--- src/rtl/multicycle_compare.sv ---
// ============================================================================
// Module   : multicycle_compare
// Purpose  : Digit-serial (2 bits/cycle, MSB first) magnitude/equality
//            comparator for branch resolution, signed or unsigned.
// Option   : CMP_EARLY_EXIT_EN - finish as soon as the order is decided.
// Revision : 1.0 - initial release
// ============================================================================
`timescale 1ns/1ps
`default_nettype none

module multicycle_compare #(
  parameter int WIDTH  = 32,
  parameter int SIGNED = 1
) (
  input  logic             clock,
  input  logic             reset,
  input  logic             start,
  input  logic [WIDTH-1:0] opA,
  input  logic [WIDTH-1:0] opB,
  output logic             ready,
  output logic             busy,
  output logic             done,
  output logic             eq,
  output logic             gt,
  output logic             lt
);

  localparam int N    = WIDTH / 2;
  localparam int IDXW = (N > 1) ? $clog2(N) : 1;

  // Flipping the sign bit maps two's-complement order onto unsigned order.
  localparam logic [WIDTH-1:0] c_sign_mask =
    (SIGNED != 0) ? {1'b1, {(WIDTH-1){1'b0}}} : {WIDTH{1'b0}};
  localparam logic [IDXW-1:0] c_idx_first = IDXW'(N - 1);

  typedef enum logic [1:0] {
    S_IDLE = 2'd0,
    S_RUN  = 2'd1,
    S_DONE = 2'd2
  } state_t;

  state_t           r_state;
  logic [WIDTH-1:0] r_a;
  logic [WIDTH-1:0] r_b;
  logic [IDXW-1:0]  r_idx;
  logic             r_eq_acc;
  logic             r_gt_acc;
  logic             r_ready;
  logic             r_busy;
  logic             r_done;
  logic             r_eq;
  logic             r_gt;
  logic             r_lt;

  logic [1:0]       w_a_dig;
  logic [1:0]       w_b_dig;
  logic             w_accept;
  logic             w_eq_next;
  logic             w_gt_next;
  logic             w_last;
  logic             w_finish;

  // Operands shift left each step, so the current digit is always the top pair.
  assign w_a_dig   = r_a[WIDTH-1 -: 2];
  assign w_b_dig   = r_b[WIDTH-1 -: 2];
  assign w_accept  = start && r_ready;
  assign w_eq_next = r_eq_acc ? (w_a_dig == w_b_dig) : 1'b0;
  assign w_gt_next = r_eq_acc ? (w_a_dig >  w_b_dig) : r_gt_acc;
  assign w_last    = (r_idx == '0);

`ifdef CMP_EARLY_EXIT_EN
  assign w_finish  = w_last || !w_eq_next;
`else
  assign w_finish  = w_last;
`endif

  always_ff @(posedge clock) begin
    if (!reset) begin
      r_state  <= S_IDLE;
      r_a      <= '0;
      r_b      <= '0;
      r_idx    <= '0;
      r_eq_acc <= 1'b0;
      r_gt_acc <= 1'b0;
      r_ready  <= 1'b1;
      r_busy   <= 1'b0;
      r_done   <= 1'b0;
      r_eq     <= 1'b0;
      r_gt     <= 1'b0;
      r_lt     <= 1'b0;
    end else begin
      r_done <= 1'b0;
      case (r_state)
        S_IDLE, S_DONE: begin
          if (w_accept) begin
            r_state  <= S_RUN;
            r_ready  <= 1'b0;
            r_busy   <= 1'b1;
            r_a      <= opA ^ c_sign_mask;
            r_b      <= opB ^ c_sign_mask;
            r_idx    <= c_idx_first;
            r_eq_acc <= 1'b1;
            r_gt_acc <= 1'b0;
          end else begin
            r_state  <= S_IDLE;
            r_ready  <= 1'b1;
            r_busy   <= 1'b0;
          end
        end
        S_RUN: begin
          r_eq_acc <= w_eq_next;
          r_gt_acc <= w_gt_next;
          r_a      <= r_a << 2;
          r_b      <= r_b << 2;
          r_idx    <= r_idx - 1'b1;
          if (w_finish) begin
            r_state <= S_DONE;
            r_ready <= 1'b1;
            r_busy  <= 1'b0;
            r_done  <= 1'b1;
            r_eq    <= w_eq_next;
            r_gt    <= w_gt_next;
            r_lt    <= !w_eq_next && !w_gt_next;
          end
        end
        default: begin
          r_state <= S_IDLE;
          r_ready <= 1'b1;
          r_busy  <= 1'b0;
        end
      endcase
    end
  end

  assign ready = r_ready;
  assign busy  = r_busy;
  assign done  = r_done;
  assign eq    = r_eq;
  assign gt    = r_gt;
  assign lt    = r_lt;

endmodule

`default_nettype wire

--- config.mk ---
export PLATFORM = sky130hd
export DESIGN_NAME = multicycle_compare
export DESIGN_NICKNAME = d
export VERILOG_FILES = /design/src/rtl/multicycle_compare.sv
export SDC_FILE = /design/constraint.sdc
export NUM_CORES = 1
export LEC_CHECK = 0
export BUFFER_PORTS_ARGS = -buffer_cell sky130_fd_sc_hd__buf_2
export CAP_MARGIN = 15
export CORE_MARGIN = 2
export CORE_UTILIZATION = 57
export CTS_BUF_LIST = sky130_fd_sc_hd__clkbuf_4 sky130_fd_sc_hd__clkbuf_8 sky130_fd_sc_hd__clkbuf_16
export CTS_CLUSTER_SIZE = 25
export DETAILED_ROUTE_END_ITERATION = 12
export MAX_ROUTING_LAYER = met4
export PLACE_DENSITY = 0.88
export SLEW_MARGIN = 10
export SYNTH_ARGS = -nofsm -noshare
export SYNTH_HDL_FRONTEND = slang
export SYNTH_SLANG_ARGS = --single-unit
export TNS_END_PERCENT = 10
--- constraint.sdc ---
create_clock -name clock -period 4.3 [get_ports clock]
set_clock_uncertainty 0.05 [all_clocks]
set_input_delay 0.215 -clock clock [delete_from_list [all_inputs] [get_ports clock]]
set_output_delay 0.215 -clock clock [all_outputs]
set_load 0.02 [all_outputs]
==> summary.txt <==
GRT
  – Largest net degree at the start of global routing: between 70 and 80
  – Total GRT Usage: 0.234
  – First-pass GRT wire length: 11100 um
  – Initial antenna violation count: 0
  – Vias in the first global route: 2573
  – GRT Residual Overflow: 0

Clock tree
  – CTS H-Tree Depth: 3
  – CTS Buffer Depth: 2
  – Worst-path clk slew: around 70 ps
  – Post-CTS Hold Fix Bufs: 0
  – Num Clock Sinks: 78
  – CTS buffer count: 9
  – Clk Latency, worst-skew pair: around 340 ps
  – Post-cts sizing count: 0
  – Root Buffer: clkbuf_8
  – Setup bufs post-CTS: 0
  – CTS tree: built

Detailed routing
  – Routed Wire Length: 6670 um
  – Via-per-instance ratio: 5.75
  – # DRC: 0
  – Via count: 2771
  – First-pass detailed-route iteration total: 4
  – Initial DRC Count: between 200 and 250
  – ANT nets after route: 0
  – Wire length per cell: 13.8 um

Synth
  – Post-Syn Area: between 3000 and 4000 um^2
  – Yosys warns: 0
  – Library cells used by synthesis: 34
  – Syn nets: 423
  – Yosys top cell area share: 0.506
  – Ys async rst share: 0
  – Number of flops mapped to enable cells by yosys: 0
  – Flops & latches, synth: 78
  – Ys flop type: dfxtp_1
  – Sequential-to-total area share from yosys stat: 0.506
  – Average size of a mapped cell: between 8 and 9 um^2
  – Yosys top cell by area: dfxtp_1
  – Synth Instances: 353
  – Synth area leaders: dfxtp_1 (51%), a22oi_1 (14%), a21oi_1 (11%)

Worst setup path
  – Critical Path Start Type: flip-flop
  – Crit path capture type: flip-flop
  – Reg2Reg Depth: 5
  – Crit path arrival time: 2230 ps
  – Crit path required time: around 4500 ps
  – Setup Crit Path Kind: reg2reg
  – Crit-path max FO: 70

Floorplan
  – Initial cell density of the core: 0.597
  – Die area: 6020 um^2
  – Die Ht: 77.6 um
  – Core box area: 5170 um^2
  – Ports: 73
  – Die width: about 78 um
  – # rows: 26

STA
  – Final worst path period need: 2050 ps
  – Worst hold margin: between 70 and 80 ps
  – Highest clock rate: 0.489 GHz
  – Slew Viols, Final: 0
  – Finish-stage setup viols: 0
  – Hold Fails Final Rpt: 0
  – Period utilisation layout: 0.476
  – Fin Setup TNS: 0 ps
  – Final setup margin: between 2000 and 2500 ps
  – Max-slew headroom: 0.493
  – Slew at the pin closest to its max-slew limit: 760 ps
  – RSZ-0062 raised after global routing: false

Placed design
  – Routability cong.: 0.773
  – Dpl hpwl: 4080 um
  – Placed Cells: 466
  – Worst slack at placement: about 2300 ps
  – I/O Buffers: 72

Cells and area
  – Area occupied by multi-input gates: between 1000 and 1500 um^2
  – Final cell utilization of the core: 0.700
  – Sequential Area: 1560 um^2
  – Fill cells: 418
  – Non-Filler Instances: 482
  – P&R area growth vs syn: 17.4%
  – # nets final: around 480
  – N_diodes: 0
  – Layout cells sized above 1: 0.233

Pwr
  – Maximum vdd drop: 0.244 mV
  – Leakage power: 1.44 nW
  – Power per cell area: 459 nW/um^2

Outcome
  – Run status: finished, final reports clean

Hold path
  – Hold depth: 3
  – Worst hold-check path type: in2reg

Run
  – # Max-Cap Violations: 0
layout by cell type (no fill, tap or decap), types with 2 or more instances in the layout:
master,instances
o21ai_0,3
a22oi_1,58
ha_1,3
a31oi_1,2
nor2b_1,2
o21a_1,2
nor2_1,9
nand3_1,6
clkinv_2,3
dfxtp_1,78
buf_4,2
nand2_1,64
a211oi_1,3
buf_2,72
a221oi_1,2
a21oi_1,65
nor3_1,5
bufinv_16,2
clkbuf_8,9
inv_1,5
critical path: stages (launching register included):
cell	delay (ps)
dfxtp_1	330
and2b_2	210
buf_4	340
nor2_8	690
nor2_1	110
o21a_1	190
per-layer routing:
metal  track usage  share of wire  up-vias
met1         0.281           0.43     1291
met4        0.0696          0.011        0
met5             -              0        -
met2         0.389           0.49       90
met3        0.0628          0.067        8
li1              -              -     1382
synthesized netlist by cell type (2+ instances only):
cell type   n
o21ai_0     3
a211oi_1    3
nor3_1      5
dfxtp_1    78
a221oi_1    2
buf_4       2
buf_2      14
a21oi_1    65
nand3_1     6
nand2_1    64
buf_6       2
clkbuf_1   13
a22oi_1    58
a31oi_1     2
inv_1       5
ha_1        3
nor2_1      9
o21a_1      2
nor2b_1     2
stage by stage:
stage | power (W) | cell area, um^2
after global routing | 0.00174 | 3620
after detailed placement | 0.00110 | 3390
after floorplan | 0.00104 | 3090
final | 0.00166 | 3620
after global placement | 0.00109 | 3390
after CTS | 0.00167 | 3600
logic make-up (layout without fill, tap and decap cells):
kind of cell,after synthesis,after routing,synth area share
flip-flops,78,78,0.506
AND/OR/NAND/NOR,94,94,0.135
adder cells (fa/ha/maj),3,3,0.0122
AO/OA/AOI/OAI,141,141,0.289
buffers and inverters,37,96,0.0580
final cells by class:
type                            count  share of cell area
Multi-Input combinational cell    238               0.372
Inverter                            6             0.00622
Clock buffer                       10              0.0363
Timing Repair Buffer               75               0.109
Sequential cell                    78               0.431
Tap cell                           70              0.0242
Clock inverter                      5              0.0207
where the power goes:
group          switching (W)  internal [W]  total [W]
clock network       0.000245      0.000327   0.000573
logic               0.000165      0.000102   0.000267
registers          0.0000361      0.000787   0.000823
path summary, 6_finish.rpt:
check             slack (ps)        from       end
setup / recovery        2250  r_state[1]  r_idx[2]
setup reg to reg        2250  r_state[1]  r_idx[2]
hold / removal            70      opB[0]    r_b[0]
hold reg to reg          410     r_b[24]   r_b[24]
state kept, by name, summed over array words and instances, names as in the netlist, 2 cells and up:
| signal | count |
|---|---|
| r_b | 32 |
| r_a | 32 |
| r_idx | 4 |
| r_state | 2 |
Note: power is estimated with default switching activity, not from simulation.
